[src/rtl/act_row_serializer.sv]
// act_row_serializer: latches one packed activation row and streams it
// one element per beat with a running write address and row-end marker.
//
// Ports:
//   clk, reset (async, active-high)
//   clear      sync abort of the current row plus address-counter clear
//   in_valid / in_ready / in_data     packed-row handshake
//   out_valid / out_ready / out_data  element handshake
//   out_addr, out_last                write address and row-end marker
//   busy       a row is held
module act_row_serializer #(
  parameter int DATA_WIDTH = 16,
  parameter int ARR_INPUTS = 16,
  parameter int ADDR_WIDTH = 10,
  localparam int ARR_WIDTH = DATA_WIDTH * ARR_INPUTS
) (
  input  logic                  clk,
  input  logic                  reset,
  input  logic                  clear,
  input  logic                  in_valid,
  output logic                  in_ready,
  input  logic [ARR_WIDTH-1:0]  in_data,
  output logic                  out_valid,
  input  logic                  out_ready,
  output logic [DATA_WIDTH-1:0] out_data,
  output logic [ADDR_WIDTH-1:0] out_addr,
  output logic                  out_last,
  output logic                  busy
);

  localparam int IDXW = (ARR_INPUTS > 1) ? $clog2(ARR_INPUTS) : 1;
  localparam logic [IDXW-1:0] LAST = IDXW'(ARR_INPUTS - 1);

  typedef enum logic {
    IDLE = 1'b0,
    SEND = 1'b1
  } state_t;

  state_t                state_q, state_d;
  logic [IDXW-1:0]       idx_q, idx_d;
  logic [ADDR_WIDTH-1:0] addr_q, addr_d;
  logic [DATA_WIDTH-1:0] row_q [ARR_INPUTS];
  logic                  load;
  logic                  at_last;

  assign at_last = (state_q == SEND) && (idx_q == LAST);

  always_ff @(posedge clk or posedge reset) begin
    if (reset) begin
      state_q <= IDLE;
      idx_q   <= '0;
      addr_q  <= '0;
    end else begin
      state_q <= state_d;
      idx_q   <= idx_d;
      addr_q  <= addr_d;
    end
  end

  always_ff @(posedge clk or posedge reset) begin
    if (reset) begin
      for (int k = 0; k < ARR_INPUTS; k++)
        row_q[k] <= '0;
    end else if (load) begin
      for (int k = 0; k < ARR_INPUTS; k++)
        row_q[k] <= in_data[k*DATA_WIDTH +: DATA_WIDTH];
    end
  end

  always_comb begin
    state_d   = state_q;
    idx_d     = idx_q;
    addr_d    = addr_q;
    load      = 1'b0;
    in_ready  = 1'b0;
    out_valid = 1'b0;
    out_data  = '0;
    out_addr  = addr_q;
    out_last  = 1'b0;
    busy      = 1'b0;

    unique case (state_q)
      IDLE: begin
        in_ready = !reset && !clear;
      end
      SEND: begin
        out_valid = 1'b1;
        out_data  = row_q[idx_q];
        out_last  = at_last;
        busy      = 1'b1;
        // Accepting on the last beat gives zero-bubble row chaining.
        in_ready  = out_ready && at_last && !clear;
      end
      default: ;
    endcase

    if (clear) begin
      // Any in-flight beat still completes on the bus this cycle.
      state_d = IDLE;
      idx_d   = '0;
      addr_d  = '0;
    end else begin
      unique case (state_q)
        IDLE: begin
          if (in_valid) begin
            load    = 1'b1;
            idx_d   = '0;
            state_d = SEND;
          end
        end
        SEND: begin
          if (out_ready) begin
            addr_d = addr_q + ADDR_WIDTH'(1);
            if (at_last) begin
              idx_d = '0;
              if (in_valid)
                load = 1'b1;
              else
                state_d = IDLE;
            end else begin
              idx_d = idx_q + IDXW'(1);
            end
          end
        end
        default: ;
      endcase
    end
  end

endmodule

[config.mk]
export PLATFORM = sky130hd
export DESIGN_NAME = act_row_serializer
export DESIGN_NICKNAME = d
export VERILOG_FILES = /design/src/rtl/act_row_serializer.sv
export SDC_FILE = /design/constraint.sdc
export NUM_CORES = 1
export LEC_CHECK = 0
export CAP_MARGIN = 25
export CORE_ASPECT_RATIO = 1.4
export CORE_MARGIN = 3
export CORE_UTILIZATION = 60
export DETAILED_ROUTE_END_ITERATION = 8
export DONT_BUFFER_PORTS = 1
export HOLD_SLACK_MARGIN = 0.06
export PLACE_DENSITY_LB_ADDON = 0.08
export SYNTH_ARGS = -nofsm -noshare
export SYNTH_HDL_FRONTEND = slang
export SYNTH_SLANG_ARGS = --single-unit
[constraint.sdc]
create_clock -name clk -period 11.2 [get_ports clk]
set_input_delay 2.8 -clock clk [delete_from_list [all_inputs] [get_ports clk]]
set_output_delay 2.8 -clock clk [all_outputs]
set_load 0.05 [all_outputs]
== After elaboration in Yosys (flattened, before gate mapping) ==
Cells that the tools add are included.
Storage, ports and cells
  register bits after elaboration: 271
  latch bits: 0
  bits in writable memories: 0
  ROM bits: 0
  output and inout bits: 30
  word-level logic and storage cells: 61
  memories: 0
Cells by class
  add/subtract/negate cells: 2
  multipliers: 0
  div/mod/pow operators: 0
  order comparisons: 1
  equal/unequal tests: 3
  shifts and indexed selects: 0
  mux-type cells: 24
  bitwise operators: 2
  reduce and logical (&&, ||, !) cells: 10
Operators by type and width (number)
  $bmux 16 s4: 1
  $mux 16: 3
  $mux 10: 3
  $mux 4: 4
  $add 10x1->10 const B: 1
  $mux 1: 9
  $pmux 4 s2: 1
  $ne 3x3->1 const B: 2
  $pmux 1 s2: 3
  $ge 5x5->1 const B: 1
  $not 4->5: 1
  $add 4x1->4 const B: 1
  $eq 4x4->1 const B: 1
  $logic_and 1x1->1: 4
  $reduce_and 2->1: 2
  $reduce_bool 2->1: 2
  $logic_not 1->1: 2
  $not 1->1: 1

== Depth between registers and ports, before layout ==
  depth after elaboration: 6
  mapped depth: 8
  mapped depth without buffers: 5

== Worst setup path before layout ==
Ideal clock, no wire load.
  path type: input to output
  from: input out_ready
  to: output in_ready
  data arrival time: 4.223 ns
  data required time: 8.400 ns
  path slack: 4.177 ns
  stages: 3
  path buffers: 0
  cell sequence: nand4_2 > a21oi_2 > a21boi_0
On the way
  word-level cells in the longest chain between the ends: 3
Ends and longest elaborated chain
  start: declaration: RTL line 24  | input logic out_ready,
  $logic_and 1x1->1 (2 in series): RTL line 92  | in_ready = out_ready && at_last && !clear;
  $pmux 1 s2: RTL line 82  | unique case (state_q)
  end: declaration: RTL line 21  | output logic in_ready,
Every way passes these cells.

== Worst setup path in the final report ==
Ends and elaborated chain as after synthesis.

==> impl_metrics.yaml <==
timing:
  hold_slack_ns: 0.5066
  hold_viol: 0
  setup_viol: 0
  tns_ns: 0
  slew_headroom: 0.2944
  finClkSkew_ns: 0.006947
  tightest_slew_ns: 1.051
  period_share: 0.6002
  setup_slack_ns: 4.478
  timing.fmax_mhz: 148.8
  drv_slew: 0
  period_needed_ns: 6.722
  rsz0062_at_grt: "no"
route:
  drt_pass1_iterations: 4
  drtAntennaViolNets: 0
  drt-vias-per-instance: 6.190
  num_vias: 7118
  drt_wl_total_mm: 31.30
  routedWlPerCell_um: 27.22
  drtIter0Drc: 440
  drc: 0
yosys:
  synth.area.top_cells: "dfrtp_1, mux2_4, mux2i_1"
  ys_ff_latch: 271
  synth_most_common_cell: "dfrtp_1"
  synth_area_um2: 13450
  ys_top_cells_by_count: "dfrtp_1, mux2_4, mux2i_1"
  syn_nets: 1110
  synth_top_area_share: 0.5043
  synth_seq_area_share: 0.5043
  synth_flop_cell: "dfrtp_1"
  syn_inst: 847
  ys.warnings.count: 0
  async_reset_ff_frac: 1.000
  synth_top_area_cell: "dfrtp_1"
  synth_edf_count: 0
  synth_cell_types: 40
  syn_avg_cell_area_um2: 15.88
clock_network:
  clkTransAtPathRegs_ns: 0.06
  clock_latency_ns: 0.53
  holdBufCountCts: 0
  htree_num_levels: 1
  root_buffer: "clkbuf_16"
  numCtsBuffers: 27
  cts_resized: 0
  cts_tree: "yes"
  clkSinkCount: 271
  clk_path_buf_depth: 3
  post_cts_buffers: 0
place:
  dp.cells: 1096
  routabilityCongestion: 0.8517
  io_buffers: 0
  post-place-ws_ns: 4.470
  post-dp-hpwl_mm: 22.39
  place_area_um2: 13230
global_route:
  grt_max_degree: 131
  grt_usage: 0.2544
  overflow: 0
  grt_pass1_wl_mm: 48.04
  grt_pass1_vias: 7892
  grt_antenna_before_repair: 2
worst_setup_path:
  cp_cell_sequence: "nand4_2, a21oi_2, a21boi_1"
  crit_arrival_ns: 3.92
  critPathBufInv: 0
  crit_path_start_kind: "input pin"
  crit_required_ns: 8.40
  r2r_slack_ns: 7.11
  crit_family: "compound AO/OA/AOI/OAI gates"
  critPathCaptureType: "output port"
  crit_type: "in2out"
  cp_max_fo: 6
  slowest_delay_ns: 0.83
  worst_path_max_delay_cell: "a21boi_1"
power:
  leakagePower_nw: 6.137
  power_density_nw_per_um2: 188.2
  peakVddDrop_uv: 130.5
  total_power_mw: 2.689
layout:
  area_growth_pct: 6.281
  fin_cells: 1150
  nets: 1095
  fin_area_um2: 14290
  drive_gt1_frac: 0.4155
  final_core_util: 0.6513
floorplanning:
  floorplan.initialDensity: 0.6129
  io_pins: 291
  placementRows: 64
  die_w_um: 132.5
  coreArea_um2: 21940
  dieArea_um2: 24270
  die_y_um: 183.1
status:
  status: "finished clean"
job:
  maxCapViolCount: 0
hold_path:
  holdCritPathClass: "reg2reg"
[flip-flops by register name, summed over array words and instances, names as in the netlist]
register / cells
state_q: 1
idx_q: 4
row_q: 256
out_addr: 10
[worst paths after layout]
check                         endpoint  startpoint  cells past startpoint
max                           in_ready   out_ready                      3
min                          row_q[70]   row_q[70]                      1
max reg2reg                 row_q[173]    idx_q[0]                      8
min reg2reg                  row_q[70]   row_q[70]                      1
max in group asynchronous    row_q[44]       reset                      2
min in group asynchronous  out_addr[9]       reset                      1
[layout make-up]
class,instances,area [um2]
multi-input cells,508,5942
well taps,297,371.6
flip-flops and latches,271,6785
diodes,1,2.502
clock buffers,38,807.0
repair buffers,17,207.7
clock inverters,11,141.4
fillers,1628,7650
inverters,7,33.78
[layout by cell type, fill, tap and decap left out, drive strengths merged, types with 2 or more instances in the layout]
cell type and n:
a221oi 27, and3 2, clkinvlp 3, o21ai 35, clkinv 5, a22oi 10
xnor2 5, nor3b 2, inv 7, nor4b 3, mux2i 75, buf 17
nand2 22, nor4 2, dfrtp 271, and2 2, nand3 5, clkbuf 38
nor2b 5, ha 2, xor2 2, nor2 10, mux4 27, a21oi 5
bufinv 3, mux2 257, nand4 3
[worst reg2reg max path: cells and delay by family (launching register included)]
kind,cells,cell delay [ns]
compound gates,1,0.19
fa+ha+maj,1,0.40
buf+inv,3,1.54
flops,1,0.98
mux,1,0.39
simple gates,2,0.48
[cells by family after synthesis]
| family | after synthesis | share of synthesized area |
|---|---|---|
| fa+ha+maj | 2 | 0.001861 |
| compound gates | 82 | 0.04122 |
| flops | 271 | 0.5043 |
| buf+inv | 68 | 0.05397 |
| mux | 359 | 0.3721 |
| xor+xnor | 7 | 0.004560 |
| simple gates | 58 | 0.02196 |
[report_power, final]
part           total (mW)  internal (mW)  switching (mW)
logic               0.472          0.294           0.178
registers            1.27           1.16           0.110
clock network       0.949          0.570           0.378
[routing by layer]
metal / share of wire / wire length, um / track usage / up-vias
li1: - / - / - / 3086
met1: 0.38 / 11900 / 0.3177 / 3726
met2: 0.51 / 15870 / 0.4304 / 256
met3: 0.083 / 2606 / 0.07931 / 48
met4: 0.029 / 912 / 0.07404 / 2
met5: 0.00042 / 13 / 0 / -
No activity file was read; power rests on OpenSTA's default activity.
